$ cat src/rtl/pipe_hazard_ctrl_pkg.sv
`default_nettype none
// ============================================================================
//  Module      : pipe_hazard_ctrl_pkg
//  Description : Shared defaults for the pipeline hazard controller.
//  Revision    : 1.0 - initial release
// ============================================================================
package pipe_hazard_ctrl_pkg;

  localparam int XLEN_DEF     = 32;  // datapath width
  localparam int RADDR_W_DEF  = 5;   // register address width
  localparam int HZ_DEPTH_DEF = 3;   // tracked stages after ID (EX..WB)
  localparam int CNT_W_DEF    = 32;  // perf counter width

endpackage : pipe_hazard_ctrl_pkg
`default_nettype wire

$ cat src/rtl/pipe_hazard_ctrl_if.sv
`default_nettype none
// ============================================================================
//  Module      : pipe_hazard_ctrl_if
//  Description : Decode / stage-result / control bundle of the hazard
//                controller. master = pipeline side, slave = controller.
//  Revision    : 1.0 - initial release
// ============================================================================
interface pipe_hazard_ctrl_if #(
  parameter int XLEN    = 32,
  parameter int RADDR_W = 5,
  parameter int DEPTH   = 3,
  parameter int CNT_W   = 32
);

  // Decode fields
  logic                  id_valid_i;
  logic [RADDR_W-1:0]    id_rs1_addr_i;
  logic [RADDR_W-1:0]    id_rs2_addr_i;
  logic                  id_rs1_used_i;
  logic                  id_rs2_used_i;
  logic [RADDR_W-1:0]    id_rd_addr_i;
  logic                  id_rd_we_i;
  // Per-stage result buses and execute outcome
  logic [DEPTH*XLEN-1:0] stage_data_i;
  logic [DEPTH-1:0]      stage_dvld_i;
  logic                  br_taken_i;
  // Control and bypass back to the pipeline
  logic                  stall_o;
  logic                  flush_o;
  logic                  fwd1_en_o;
  logic [XLEN-1:0]       fwd1_data_o;
  logic                  fwd2_en_o;
  logic [XLEN-1:0]       fwd2_data_o;
  logic [CNT_W-1:0]      stall_cnt_o;
  logic [CNT_W-1:0]      flush_cnt_o;

  modport master (
    output id_valid_i, id_rs1_addr_i, id_rs2_addr_i, id_rs1_used_i, id_rs2_used_i,
           id_rd_addr_i, id_rd_we_i, stage_data_i, stage_dvld_i, br_taken_i,
    input  stall_o, flush_o, fwd1_en_o, fwd1_data_o, fwd2_en_o, fwd2_data_o,
           stall_cnt_o, flush_cnt_o
  );

  modport slave (
    input  id_valid_i, id_rs1_addr_i, id_rs2_addr_i, id_rs1_used_i, id_rs2_used_i,
           id_rd_addr_i, id_rd_we_i, stage_data_i, stage_dvld_i, br_taken_i,
    output stall_o, flush_o, fwd1_en_o, fwd1_data_o, fwd2_en_o, fwd2_data_o,
           stall_cnt_o, flush_cnt_o
  );

endinterface : pipe_hazard_ctrl_if
`default_nettype wire

$ cat src/rtl/pipe_scoreboard.sv
`default_nettype none
// ============================================================================
//  Module      : pipe_scoreboard
//  Description : DEPTH-entry shift register of {vld, rd} for in-flight
//                register writes; flat per-entry match vectors for two
//                source addresses. Entry 0 = EX, entry DEPTH-1 = WB.
//  Revision    : 1.0 - initial release
// ============================================================================
module pipe_scoreboard
  import pipe_hazard_ctrl_pkg::*;
#(
  parameter int RADDR_W = RADDR_W_DEF,
  parameter int DEPTH   = HZ_DEPTH_DEF
) (
  input  wire logic               clk_i,
  input  wire logic               rst_i,
  input  wire logic               load_vld_i,
  input  wire logic [RADDR_W-1:0] load_rd_i,
  input  wire logic [RADDR_W-1:0] rs1_addr_i,
  input  wire logic [RADDR_W-1:0] rs2_addr_i,
  output logic      [DEPTH-1:0]   rs1_match_o,
  output logic      [DEPTH-1:0]   rs2_match_o
);

  logic [DEPTH-1:0]   vld_q, vld_d;
  logic [RADDR_W-1:0] rd_q [DEPTH];
  logic [RADDR_W-1:0] rd_d [DEPTH];

  // Downstream stages never stall: advance every entry each cycle, new one at EX
  always_comb begin
    vld_d    = '0;
    vld_d[0] = load_vld_i;
    rd_d[0]  = load_vld_i ? load_rd_i : '0;
    for (int k = 1; k < DEPTH; k++) begin
      vld_d[k] = vld_q[k-1];
      rd_d[k]  = rd_q[k-1];
    end
  end

  // Entry storage, cleared asynchronously
  always_ff @(posedge clk_i or posedge rst_i) begin
    if (rst_i) begin
      vld_q <= '0;
      for (int k = 0; k < DEPTH; k++) rd_q[k] <= '0;
    end else begin
      vld_q <= vld_d;
      for (int k = 0; k < DEPTH; k++) rd_q[k] <= rd_d[k];
    end
  end

  // x0 is hard-wired zero and never matches
  generate
    for (genvar k = 0; k < DEPTH; k++) begin : g_match
      assign rs1_match_o[k] = vld_q[k] && (rd_q[k] == rs1_addr_i) && (rs1_addr_i != '0);
      assign rs2_match_o[k] = vld_q[k] && (rd_q[k] == rs2_addr_i) && (rs2_addr_i != '0);
    end
  endgenerate

endmodule : pipe_scoreboard
`default_nettype wire

$ cat src/rtl/pipe_hazard_ctrl.sv
`default_nettype none
// ============================================================================
//  Module      : pipe_hazard_ctrl
//  Description : Pipeline hazard control: tracks in-flight register writes,
//                drives stall/flush for PC/IF/ID and the ID operand bypass.
//                Build option PIPE_HAZARD_FWD_EN enables result bypass from
//                stages whose result is final; otherwise every match stalls.
//  Revision    : 1.0 - initial release
// ============================================================================
module pipe_hazard_ctrl
  import pipe_hazard_ctrl_pkg::*;
#(
  parameter int XLEN    = XLEN_DEF,
  parameter int RADDR_W = RADDR_W_DEF,
  parameter int DEPTH   = HZ_DEPTH_DEF,
  parameter int CNT_W   = CNT_W_DEF
) (
  input wire logic          clk_i,
  input wire logic          rst_i,
  pipe_hazard_ctrl_if.slave hz
);

  logic [DEPTH-1:0] w_sb_rs1_match, w_sb_rs2_match;
  logic [DEPTH-1:0] w_rs1_match, w_rs2_match;
  logic             w_rs1_hit, w_rs2_hit;
  logic             w_rs1_haz, w_rs2_haz;
  logic             w_stall, w_flush, w_load_vld;
  logic [CNT_W-1:0] stall_cnt_q, stall_cnt_d;
  logic [CNT_W-1:0] flush_cnt_q, flush_cnt_d;

  // A stalled or flushed ID instruction becomes a bubble; x0 writes are dropped
  assign w_load_vld = hz.id_valid_i && hz.id_rd_we_i && (hz.id_rd_addr_i != '0)
                      && !w_stall && !w_flush;

  pipe_scoreboard #(
    .RADDR_W (RADDR_W),
    .DEPTH   (DEPTH)
  ) u_scoreboard (
    .clk_i       (clk_i),
    .rst_i       (rst_i),
    .load_vld_i  (w_load_vld),
    .load_rd_i   (hz.id_rd_addr_i),
    .rs1_addr_i  (hz.id_rs1_addr_i),
    .rs2_addr_i  (hz.id_rs2_addr_i),
    .rs1_match_o (w_sb_rs1_match),
    .rs2_match_o (w_sb_rs2_match)
  );

  // Only sources actually read by a real ID instruction count
  assign w_rs1_match = w_sb_rs1_match & {DEPTH{hz.id_valid_i & hz.id_rs1_used_i}};
  assign w_rs2_match = w_sb_rs2_match & {DEPTH{hz.id_valid_i & hz.id_rs2_used_i}};
  assign w_rs1_hit   = |w_rs1_match;
  assign w_rs2_hit   = |w_rs2_match;

`ifdef PIPE_HAZARD_FWD_EN
  logic            w_rs1_dvld, w_rs2_dvld;
  logic [XLEN-1:0] w_rs1_data, w_rs2_data;

  // Youngest producer wins: scan oldest to youngest so the lowest index sticks
  always_comb begin
    w_rs1_dvld = 1'b0;
    w_rs2_dvld = 1'b0;
    w_rs1_data = '0;
    w_rs2_data = '0;
    for (int k = DEPTH-1; k >= 0; k--) begin
      if (w_rs1_match[k]) begin
        w_rs1_dvld = hz.stage_dvld_i[k];
        w_rs1_data = hz.stage_data_i[k*XLEN +: XLEN];
      end
      if (w_rs2_match[k]) begin
        w_rs2_dvld = hz.stage_dvld_i[k];
        w_rs2_data = hz.stage_data_i[k*XLEN +: XLEN];
      end
    end
  end

  // Final results bypass; a not-yet-final youngest producer (load-use) stalls
  assign w_rs1_haz      = w_rs1_hit && !w_rs1_dvld;
  assign w_rs2_haz      = w_rs2_hit && !w_rs2_dvld;
  assign hz.fwd1_en_o   = w_rs1_hit && w_rs1_dvld;
  assign hz.fwd2_en_o   = w_rs2_hit && w_rs2_dvld;
  assign hz.fwd1_data_o = hz.fwd1_en_o ? w_rs1_data : '0;
  assign hz.fwd2_data_o = hz.fwd2_en_o ? w_rs2_data : '0;
`else
  // Without bypass the result buses are not needed; any match waits for retire
  logic w_unused_stage;
  assign w_unused_stage = ^{hz.stage_data_i, hz.stage_dvld_i};
  assign w_rs1_haz      = w_rs1_hit;
  assign w_rs2_haz      = w_rs2_hit;
  assign hz.fwd1_en_o   = 1'b0;
  assign hz.fwd2_en_o   = 1'b0;
  assign hz.fwd1_data_o = '0;
  assign hz.fwd2_data_o = '0;
`endif

  // A taken branch kills IF/ID, so it overrides any stall
  assign w_flush    = hz.br_taken_i;
  assign w_stall    = (w_rs1_haz || w_rs2_haz) && !w_flush;
  assign hz.stall_o = w_stall;
  assign hz.flush_o = w_flush;

  // Saturating event counters: hold once all ones
  always_comb begin
    stall_cnt_d = stall_cnt_q;
    flush_cnt_d = flush_cnt_q;
    if (w_stall && !(&stall_cnt_q)) stall_cnt_d = stall_cnt_q + CNT_W'(1);
    if (w_flush && !(&flush_cnt_q)) flush_cnt_d = flush_cnt_q + CNT_W'(1);
  end

  // Counter state, cleared asynchronously
  always_ff @(posedge clk_i or posedge rst_i) begin
    if (rst_i) begin
      stall_cnt_q <= '0;
      flush_cnt_q <= '0;
    end else begin
      stall_cnt_q <= stall_cnt_d;
      flush_cnt_q <= flush_cnt_d;
    end
  end

  assign hz.stall_cnt_o = stall_cnt_q;
  assign hz.flush_cnt_o = flush_cnt_q;

endmodule : pipe_hazard_ctrl
`default_nettype wire

$ cat src/flat_wrapper.sv
// flat-port wrapper written by rule: the top's interface ports become plain ports
module pipe_hazard_ctrl_flat import pipe_hazard_ctrl_pkg::*;
#(
  parameter int XLEN    = XLEN_DEF,
  parameter int RADDR_W = RADDR_W_DEF,
  parameter int DEPTH   = HZ_DEPTH_DEF,
  parameter int CNT_W   = CNT_W_DEF
)
  (clk_i, rst_i, hz_id_valid_i, hz_id_rs1_addr_i, hz_id_rs2_addr_i, hz_id_rs1_used_i, hz_id_rs2_used_i, hz_id_rd_addr_i, hz_id_rd_we_i, hz_stage_data_i, hz_stage_dvld_i, hz_br_taken_i, hz_stall_o, hz_flush_o, hz_fwd1_en_o, hz_fwd1_data_o, hz_fwd2_en_o, hz_fwd2_data_o, hz_stall_cnt_o, hz_flush_cnt_o);
  pipe_hazard_ctrl_if #(.XLEN(XLEN), .RADDR_W(RADDR_W), .DEPTH(DEPTH), .CNT_W(CNT_W)) hz_i ();
  input wire logic clk_i;
  input wire logic rst_i;
  input wire logic [$bits(hz_i.id_valid_i)-1:0] hz_id_valid_i;
  input wire logic [$bits(hz_i.id_rs1_addr_i)-1:0] hz_id_rs1_addr_i;
  input wire logic [$bits(hz_i.id_rs2_addr_i)-1:0] hz_id_rs2_addr_i;
  input wire logic [$bits(hz_i.id_rs1_used_i)-1:0] hz_id_rs1_used_i;
  input wire logic [$bits(hz_i.id_rs2_used_i)-1:0] hz_id_rs2_used_i;
  input wire logic [$bits(hz_i.id_rd_addr_i)-1:0] hz_id_rd_addr_i;
  input wire logic [$bits(hz_i.id_rd_we_i)-1:0] hz_id_rd_we_i;
  input wire logic [$bits(hz_i.stage_data_i)-1:0] hz_stage_data_i;
  input wire logic [$bits(hz_i.stage_dvld_i)-1:0] hz_stage_dvld_i;
  input wire logic [$bits(hz_i.br_taken_i)-1:0] hz_br_taken_i;
  output wire logic [$bits(hz_i.stall_o)-1:0] hz_stall_o;
  output wire logic [$bits(hz_i.flush_o)-1:0] hz_flush_o;
  output wire logic [$bits(hz_i.fwd1_en_o)-1:0] hz_fwd1_en_o;
  output wire logic [$bits(hz_i.fwd1_data_o)-1:0] hz_fwd1_data_o;
  output wire logic [$bits(hz_i.fwd2_en_o)-1:0] hz_fwd2_en_o;
  output wire logic [$bits(hz_i.fwd2_data_o)-1:0] hz_fwd2_data_o;
  output wire logic [$bits(hz_i.stall_cnt_o)-1:0] hz_stall_cnt_o;
  output wire logic [$bits(hz_i.flush_cnt_o)-1:0] hz_flush_cnt_o;
  assign hz_i.id_valid_i = hz_id_valid_i;
  assign hz_i.id_rs1_addr_i = hz_id_rs1_addr_i;
  assign hz_i.id_rs2_addr_i = hz_id_rs2_addr_i;
  assign hz_i.id_rs1_used_i = hz_id_rs1_used_i;
  assign hz_i.id_rs2_used_i = hz_id_rs2_used_i;
  assign hz_i.id_rd_addr_i = hz_id_rd_addr_i;
  assign hz_i.id_rd_we_i = hz_id_rd_we_i;
  assign hz_i.stage_data_i = hz_stage_data_i;
  assign hz_i.stage_dvld_i = hz_stage_dvld_i;
  assign hz_i.br_taken_i = hz_br_taken_i;
  assign hz_stall_o = hz_i.stall_o;
  assign hz_flush_o = hz_i.flush_o;
  assign hz_fwd1_en_o = hz_i.fwd1_en_o;
  assign hz_fwd1_data_o = hz_i.fwd1_data_o;
  assign hz_fwd2_en_o = hz_i.fwd2_en_o;
  assign hz_fwd2_data_o = hz_i.fwd2_data_o;
  assign hz_stall_cnt_o = hz_i.stall_cnt_o;
  assign hz_flush_cnt_o = hz_i.flush_cnt_o;
  pipe_hazard_ctrl #(.XLEN(XLEN), .RADDR_W(RADDR_W), .DEPTH(DEPTH), .CNT_W(CNT_W)) u_core (.clk_i(clk_i), .rst_i(rst_i), .hz(hz_i));
endmodule
$ cat config.mk
export PLATFORM = sky130hd
export DESIGN_NAME = pipe_hazard_ctrl_flat
export DESIGN_NICKNAME = d
export VERILOG_FILES = /design/src/rtl/pipe_hazard_ctrl_pkg.sv /design/src/rtl/pipe_hazard_ctrl_if.sv /design/src/rtl/pipe_scoreboard.sv /design/src/rtl/pipe_hazard_ctrl.sv /design/src/flat_wrapper.sv
export SDC_FILE = /design/constraint.sdc
export NUM_CORES = 1
export LEC_CHECK = 0
export ABC_CLOCK_PERIOD_IN_PS = 2800
export CAP_MARGIN = 10
export CORE_MARGIN = 2
export CORE_UTILIZATION = 35
export DETAILED_ROUTE_END_ITERATION = 16
export HOLD_SLACK_MARGIN = 0.1
export PLACE_DENSITY = 0.77
export SYNTH_ARGS = -nofsm -noshare
export SYNTH_HDL_FRONTEND = slang
export SYNTH_SLANG_ARGS = --single-unit
$ cat constraint.sdc
create_clock -name clk_i -period 2.8 [get_ports clk_i]
set_input_delay 0.56 -clock clk_i [delete_from_list [all_inputs] [get_ports clk_i]]
set_output_delay 0.56 -clock clk_i [all_outputs]
set_load 0.01 [all_outputs]
* After elaboration in Yosys (flattened, before gate mapping) *
Cells that the tools add are included.

storage, ports and cells
  register bits after elaboration = 82
  input port bits = 121
  output and inout port bits = 132
  logic and storage cells = 50

operators by class
  add/sub/neg operators = 2
  equality and inequality tests = 6
  mux-type cells = 1
  bitwise operators = 4
  reduce and logical (&&, ||, !) cells = 31

operators with widths
  kind                                            number
  adder 32 x 1 -> 32 bit (second input constant)  2
  AND reduction 32 bit                            2
  == test 5 bit                                   6
  logical AND 1 bit                               19
  nonzero test 5 bit                              3
  AND 3 bit                                       2
  OR reduction 3 bit                              2
  2-to-1 mux 5 bit                                1
  zero test 1 bit                                 4
  AND 1 bit                                       2
  logical OR 1 bit                                1

* Depth between registers and ports, before layout *
  depth in word-level cells = 11
  mapped depth = 8
  gate-level depth less buffers = 8

* Hierarchy *
A second synthesis with hierarchy kept.

unflattened totals
  cell total of the unflattened synthesis = 444
  area, all modules = 4595.7 um^2

by module, submodules not included
  module            instances  cells each  area each (um^2)  seq. area each (um^2)
  pipe_hazard_ctrl  1          374         3744.8            1601.5
  pipe_scoreboard   1          70          850.8             450.4

* Worst setup path before layout *
OpenSTA, ideal clock, no wires.

  path type = input to register
  start point = in hz_id_rs1_addr_i[1]
  end point = reg u_core.stall_cnt_q[1] (netlist: u_core.hz.stall_cnt_o[1])
  library setup time = 0.128 ns
  arrival time = 2.139 ns
  data required time = 2.672 ns
  slack = 0.533 ns
  cell stages on the path = 6
  buffers on the path = 1
  cell sequence = or4_1 o21ai_1 a31oi_2 o21ai_4 buf_6 mux2_1

on the way
  longest elaborated chain between the ends = 8
  elaborated cells between the ends (all ways) = 15
  those cells by class = 3 x eq/ne; 1 x bitwise; 11 x reduce/logical

ends and longest elaborated chain
  item                             RTL line                 text
  from (decl)                      flat_wrapper.sv:14       input wire logic [$bits(hz_i.id_rs1_addr_i)-1:0] hz_id_rs1_addr_i;
  == test 5 bit                    pipe_scoreboard.sv:54    assign rs1_match_o[k] = vld_q[k] && (rd_q[k] == rs1_addr_i) && (rs1_addr_i != '0);
  logical AND 1 bit (2 in series)  pipe_scoreboard.sv:54
  AND 3 bit (*)                    pipe_hazard_ctrl.sv:50   assign w_rs1_match = w_sb_rs1_match & {DEPTH{hz.id_valid_i & hz.id_rs1_used_i}};
  OR reduction 3 bit (*)           pipe_hazard_ctrl.sv:52   assign w_rs1_hit = |w_rs1_match;
  logical OR 1 bit (*)             pipe_hazard_ctrl.sv:98   assign w_stall = (w_rs1_haz || w_rs2_haz) && !w_flush;
  logical AND 1 bit (*)            pipe_hazard_ctrl.sv:98
  logical AND 1 bit (*)            pipe_hazard_ctrl.sv:106  if (w_stall && !(&stall_cnt_q)) stall_cnt_d = stall_cnt_q + CNT_W'(1);
  to (signal assigned)             pipe_hazard_ctrl.sv:116  stall_cnt_q <= stall_cnt_d;
  to (decl)                        pipe_hazard_ctrl.sv:28   logic [CNT_W-1:0] stall_cnt_q, stall_cnt_d;

Every way passes the cells marked *; elsewhere a longest branch is shown, timed or not.
A chain may end at the register's enable or synchronous reset.

* Final worst setup path *
  start point = in hz_id_rs1_addr_i[0]
  end point = out hz_stall_o

on the way
  longest elaborated chain between the ends = 7
  elaborated cells between the ends (all ways) = 14
  those cells by class = 3 x eq/ne; 1 x bitwise; 10 x reduce/logical

ends and longest elaborated chain
  item                             RTL line                text
  == test 5 bit                    pipe_scoreboard.sv:54
  logical AND 1 bit (2 in series)  pipe_scoreboard.sv:54
  AND 3 bit (*)                    pipe_hazard_ctrl.sv:50
  OR reduction 3 bit (*)           pipe_hazard_ctrl.sv:52
  logical OR 1 bit (*)             pipe_hazard_ctrl.sv:98
  logical AND 1 bit (*)            pipe_hazard_ctrl.sv:98
  to (decl)                        flat_wrapper.sv:23      output wire logic [$bits(hz_i.stall_o)-1:0] hz_stall_o;

Marked as above.

==> summary.txt <==
PD cells -> 498 nW/µm²
Antenna-violating nets left -> 0
Ys flop type -> dfrtp_1
Post-synth EDFFs -> 0
Class of the most critical setup path -> input pin to primary output
Hpwl dp -> 7200 µm
WL final -> 9580 µm
Leakage power -> 2.79 nW
Routed wirelength normalized by instance count -> 13.5 µm
Max rail drop VDD -> 0.459 mV
DRC -> 0
Largest net degree at the start of global routing -> 41
DIE AREA -> 14000 µm²
Number of distinct standard cells referenced by the synthesized netlist -> 40
Count of cells along the worst register-to-register path -> 11
Initial core utilization -> 36.0%
Clock insertion delay at the later pin of the skew report -> 0.34 ns
Worst hold path type -> register to register
Congestion Overflow GR -> 0
Number of detailed-route iterations in the first pass -> 4
FF+latch count, synth -> 82
Worst Min Path Start -> u_core.u_scoreboard.vld_q[1]
Number of top-level design ports -> 253
Unrepaired setup endpoints after global routing -> false
Number of setup violations in the final report -> 0
Max-Cap Viols -> 0
Register Area -> 2050 µm²
Reg2reg setup slack -> 0.48 ns
Root buf cell -> clkbuf_16
Number of endpoints with negative hold slack in the final report -> 0
GRT Overall Usage -> 13.8%
Growth of design area from synthesis to finish -> 29.6%
Count of vias placed by the detailed router -> 3216
Die extent in x -> 118 µm
Number of global-route vias before repair -> 3255
Biggest fanout along the worst timing path -> 4
Post-layout utilization of the core -> 46.6%
Kind of start point of the critical path -> input pin
Number of antenna violations at the first check in global routing -> 0
Standard cell core area -> 12700 µm²
Data arrival at the endpoint of the critical path -> 2.10 ns
Multi-input logic area -> 2240 µm²
Most common cell after layout, fill and taps aside -> dfrtp_1
Post-synth design cell area -> 4560 µm²
Final Worst Setup Slack -> 0.139 ns
Final Critical Period -> 2.66 ns
# hold bufs at CTS -> 0
Detail-routed via count per cell -> 4.52
FILL cells -> 1158
Maximum clock frequency -> 376 MHz
Fraction of final layout cells sized beyond drive strength 1 -> 14.7%
Total Neg Setup Slack -> 0 ns
Average instance area after synthesis -> 10.9 µm²
Max Buffers Root-to-Sink -> 2
Sequential share of the synthesized area -> 45.0%
Ys async rst share -> 100%
Instance count after placement with tap cells included -> 696
Worst hold stages -> 0
Post-Layout Cell Count -> 711
CTS tree -> built
Hold worst-path end -> u_core.u_scoreboard.vld_q[2]
Vertical die dimension -> 118 µm
Synth warnings -> 0
Number of standard-cell rows in the floorplan -> 41
Run status -> finished clean
R2r startpoint -> u_core.u_scoreboard.rd_q[0]
Clock transition at path regs -> 0.06 ns
Diodes inserted -> 0
Pre-CTS setup slack -> -0.593 ns
CTS sink cnt -> 82
Slew at the pin closest to its max-slew limit -> 0.536 ns
Port buffer count -> 87
DRC violation total after the first TritonRoute iteration -> 96
Number of buffers created by CTS -> 9
Cell count after synthesis -> 419
Critical path required time -> 2.24 ns
Kind of end point of the critical path -> primary output
Most used cells in the layout excluding fill and tap cells -> dfrtp_1, clkdlybuf4s50_1, conb_1, xor2_1, nand2_1
Max-Slew Margin vs Limit -> 64.3%
Clock skew -> 0.00541 ns
Pins Over Slew Limit -> 0
Endpoint of the worst-slack reg-to-reg timing path -> u_core.hz.stall_cnt_o[20]
Fin nets -> 659
Weighted congestion reported at the end of routability-driven placement -> 0.813
Fraction of the cycle the final worst path needs -> 95.0%
H-tree level count -> 3
First-pass GRT wire length -> 15600 µm
-- critical path, cell delays in order --
cell and delay (ns):
dlygate4sd2_1 0.31, xor2_1 0.20, nor4_2 0.31, nand3_1 0.14, a31oi_2 0.23, nor2_2 0.08, nor2b_1 0.11, buf_2 0.15
-- worst max path at each step --
stage	start	endpoint	slack [ns]	cells past startpoint
6_report	hz_id_rs1_addr_i[0]	hz_stall_o	0.14	8
5_1_grt	hz_id_rs1_addr_i[0]	hz_stall_o	0.005	8
4_1_cts	hz_id_rs2_addr_i[3]	hz_stall_o	0.06	9
3_5_place_dp	hz_id_rs1_addr_i[0]	hz_stall_o	-0.59	8
3_3_place_gp	hz_id_rs1_addr_i[0]	hz_stall_o	-0.53	8
2_1_floorplan	rst_i	u_core.hz.flush_cnt_o[0]	0.13	1
-- cell type report --
type,count,share of cell area (%)
sequential,82,34.7
clock buffer,11,4.11
tap,172,3.64
clock inverter,3,1.10
inverter,4,0.275
multi-input combinational,327,38.0
timing repair buffer,112,18.1
-- synth_stat cells (2+ instances only) --
cell type  count  area, µm²
nand2_1       30        113
and3_1         9       56.3
inv_1          4       15.0
nand4_1       11       68.8
buf_4         67        503
o21ai_1        2       10.0
nor3_1         3       15.0
and2_1         9       56.3
nor4b_2        6       90.1
dfrtp_1       82       2050
xnor2_1       29        254
xor2_1        63        552
nor2b_1        2       12.5
nor4_2         7       87.6
nor3_2         8       80.1
buf_6          2       22.5
clkbuf_1       2       7.51
nor2_1        20       75.1
a31oi_2        2       25.0
ha_1           2       25.0
nor3b_2        3       37.5
nor4_1         7       43.8
and4_1         7       61.3
nand3_1       24        120
or4_1          3       22.5
-- metal layers --
layer  part of all wire, %  wire [µm]  GRT usage, %  up-vias
li1                      -          -             -     1527
met1                    43       4110          16.7     1568
met2                    50       4750          23.0      103
met3                   5.9        569          3.68       18
met4                   1.6        153          6.17        0
met5                     0          0             0        -
-- cells by family (layout without fill, tap and decap cells) --
| kind of cell | count (synthesis) | after routing | synth area share (%) |
|---|---|---|---|
| xor gates and xnor gates | 92 | 92 | 17.7 |
| adders and majority gates | 2 | 2 | 0.549 |
| buffers and inverters | 75 | 130 | 12.0 |
| DFF | 82 | 82 | 45.0 |
| and+or+nand+nor | 154 | 154 | 21.6 |
| muxes | 1 | 1 | 0.247 |
| other | 1 | 66 | 0.0823 |
| AOI/OAI and AO/OA | 12 | 12 | 2.83 |
-- power by group --
group          switching (mW)  leakage (nW)  internal (mW)
clock                   0.449         0.151          0.794
combinational           0.205          1.52          0.186
sequential             0.0698          1.12           1.24
-- metrics by stage --
stage | cell area, µm² | hold slack, ns | power (mW)
global route | 5910 | 0.419 | 3.07
global placement | 5560 | 0.394 | 1.71
floorplan | 4800 | 0.373 | 1.60
finish | 5910 | 0.407 | 2.94
CTS | 5880 | 0.407 | 2.97
detailed placement | 5560 | 0.392 | 1.72
-- flip-flops by register name, summed over array words and instances, names as in the netlist --
| signal | flops |
|---|---|
| u_core.u_scoreboard.vld_q | 3 |
| u_core.u_scoreboard.rd_d | 10 |
| u_core.hz.flush_cnt_o | 32 |
| u_core.u_scoreboard.rd_q | 5 |
| u_core.hz.stall_cnt_o | 32 |
-- what timing repair did --
action                                  4_1_cts  5_1_grt
resized for setup                            16        5
endpoints found under the setup margin        1        1
pin swaps                                     7        2
buffers inserted                              1        0
Power figures use the tool's default switching activity.
==> edit: new RTL, same flow settings <==
Build with the macro `PIPE_HAZARD_FWD_EN` defined.
--- a/src/rtl/pipe_hazard_ctrl.sv
+++ b/src/rtl/pipe_hazard_ctrl.sv
@@ -7,6 +7,8 @@
 //                stages whose result is final; otherwise every match stalls.
 //  Revision    : 1.0 - initial release
 // ============================================================================
+`define PIPE_HAZARD_FWD_EN
+
 module pipe_hazard_ctrl
   import pipe_hazard_ctrl_pkg::*;
 #(
Formal check against the unedited RTL: not equivalent (Yosys sat finds a counterexample within 4 cycles, from zero or initial values and one cycle with rst_i high).
==> edit against the unedited design <==
Design area up 73%. Worst setup slack got worse by 0.58 ns. Maximum frequency shrank 18%. Area after synthesis increased by 18%. The flow now finishes with violations (setup timing). Sequential cell count is the same. Non-clock buffer count is 274 higher. Wire length grew 130%. Total power is 2.8% higher.
==> edit: results (changes against the unedited design) <==
run_status:
  status: "complete, but fails checks"
  violations: "setup timing"
worst_setup_path:
  worst-endpoint-arrival_ns: 2.69  # +0.59 ns
  critPathSlowestCell: "dfrtp_1"
  worstRegToRegCells: 12  # +1
  worst_path_largest_cell_delay_ns: 0.40  # +0.09 ns
sta:
  tightestPinTransition_ns: 0.6986  # +0.1631 ns
  setup_tns_ns: -24.75  # -24.75 ns
  worst_slack_ns: -0.4452  # -0.5843 ns
  setup_viol: 77  # +77
yosys:
  synth_seq_area_share: 0.3829  # -0.06727
  synthTopCellsByArea: "dfrtp_1 38%, xnor2_1 9.5%, nor2_1 5.6%"
  synthTopCellsByCount: "82 x dfrtp_1, 80 x nor2_1, 69 x nand2_1, 58 x xnor2_1"
placed_design:
  gp_congestion: 0.9225  # +13%
  place_worst_setup_slack_ns: -1.163  # -0.5701 ns
  placement.cell_area_um2: 9195  # +65%
  port_buffers: 252  # +190%
pwr:
  irDropWorstVdd_mv: 0.3440  # -25%
  leakage_nw: 4.191  # +50%
route:
  dr.first_iter.drc_count: 423  # +340%
  wl_um: 22470  # +130%
  drt_first_pass_iters: 5  # +1
  vias: 6505  # +100%
global_route:
  grt_max_degree: 51  # +24%
  antenna_found_initial: 3  # +3
  first_global_vias: 6390  # +96%
  grt_use_total: 0.2597  # +0.1215
cells_and_area:
  stdcell_count: 1176  # +65%
==> edit: cell types whose count changed after synthesis, moves of 25 or more <==
cell,change
xor2_1,-31
buf_4,-66
xnor2_1,+29
a22oi_1,+26
nor3_1,+31
clkbuf_1,+32
nand2_1,+39
nor2_1,+60
a221oi_1,+25
==> edit: worst max-delay path: cells and delay by family, from the launching register on <==
kind / cells / cell delay, ns
AND/OR/NAND/NOR: 3 / 0.68
flip-flops: 1 / 0.40
XOR/XNOR: 1 / 0.16
buffers and inverters: 4 / 0.57
AO/OA/AOI/OAI: 3 / 0.54
==> edit: area by class of cell <==
cell class | instances | area [um^2]
Timing Repair Buffer | 386 | 3660
Multi-Input combinational cell | 492 | 3955
Inverter | 9 | 35.03
Antenna cell | 3 | 7.507
Clock buffer | 10 | 239.0
Fill cell | 1133 | 4856
Tap cell | 188 | 235.2
Clock inverter | 6 | 50.05
Sequential cell | 82 | 2052
==> edit: logic make-up (layout without fill, tap and decap cells) <==
family	Yosys count	after routing	share of synthesized area
adders and majority gates	2	2	0.004669
and+or+nand+nor	273	273	0.2456
DFF	82	82	0.3829
muxes	4	4	0.008171
other	0	3	0
AOI/OAI and AO/OA	122	123	0.1779
buffers and inverters	45	411	0.03362
xor gates and xnor gates	90	90	0.1471
==> edit: where the power goes <==
group	leakage [nW]	internal (mW)	switching, mW	total (mW)
Combinational	2.93	0.351	0.237	0.588
Clock	0.141	0.635	0.488	1.12
Sequential	1.12	1.24	0.0699	1.31
==> edit: what timing repair did <==
item,CTS,global route
resized for setup,390,71
cloned,7,2
buffers inserted,43,14
endpoints found under the setup margin,99,99
hold buffers,0,0
pin swaps,32,35
==> edit: metal layers <==
layer	share of wire	GRT usage	routed length, um	vias up
li1	-	-	-	2972
met1	0.38	0.3053	8563	3106
met2	0.49	0.4530	11050	344
met3	0.076	0.05301	1713	83
met4	0.051	0.1254	1140	0
met5	0	0	0	-
==> edit: worst paths after layout <==
path                                         startpoint                      endpoint  slack [ns]
max reg2reg                 u_core.u_scoreboard.rd_q[4]     u_core.hz.stall_cnt_o[12]       -0.04
min in group asynchronous                         rst_i     u_core.hz.stall_cnt_o[11]        0.60
max                         u_core.u_scoreboard.rd_q[4]            hz_fwd2_data_o[28]       -0.45
max in group asynchronous                         rst_i     u_core.hz.flush_cnt_o[12]        1.55
min                        u_core.u_scoreboard.vld_q[0]  u_core.u_scoreboard.vld_q[1]        0.41
min reg2reg                u_core.u_scoreboard.vld_q[0]  u_core.u_scoreboard.vld_q[1]        0.41
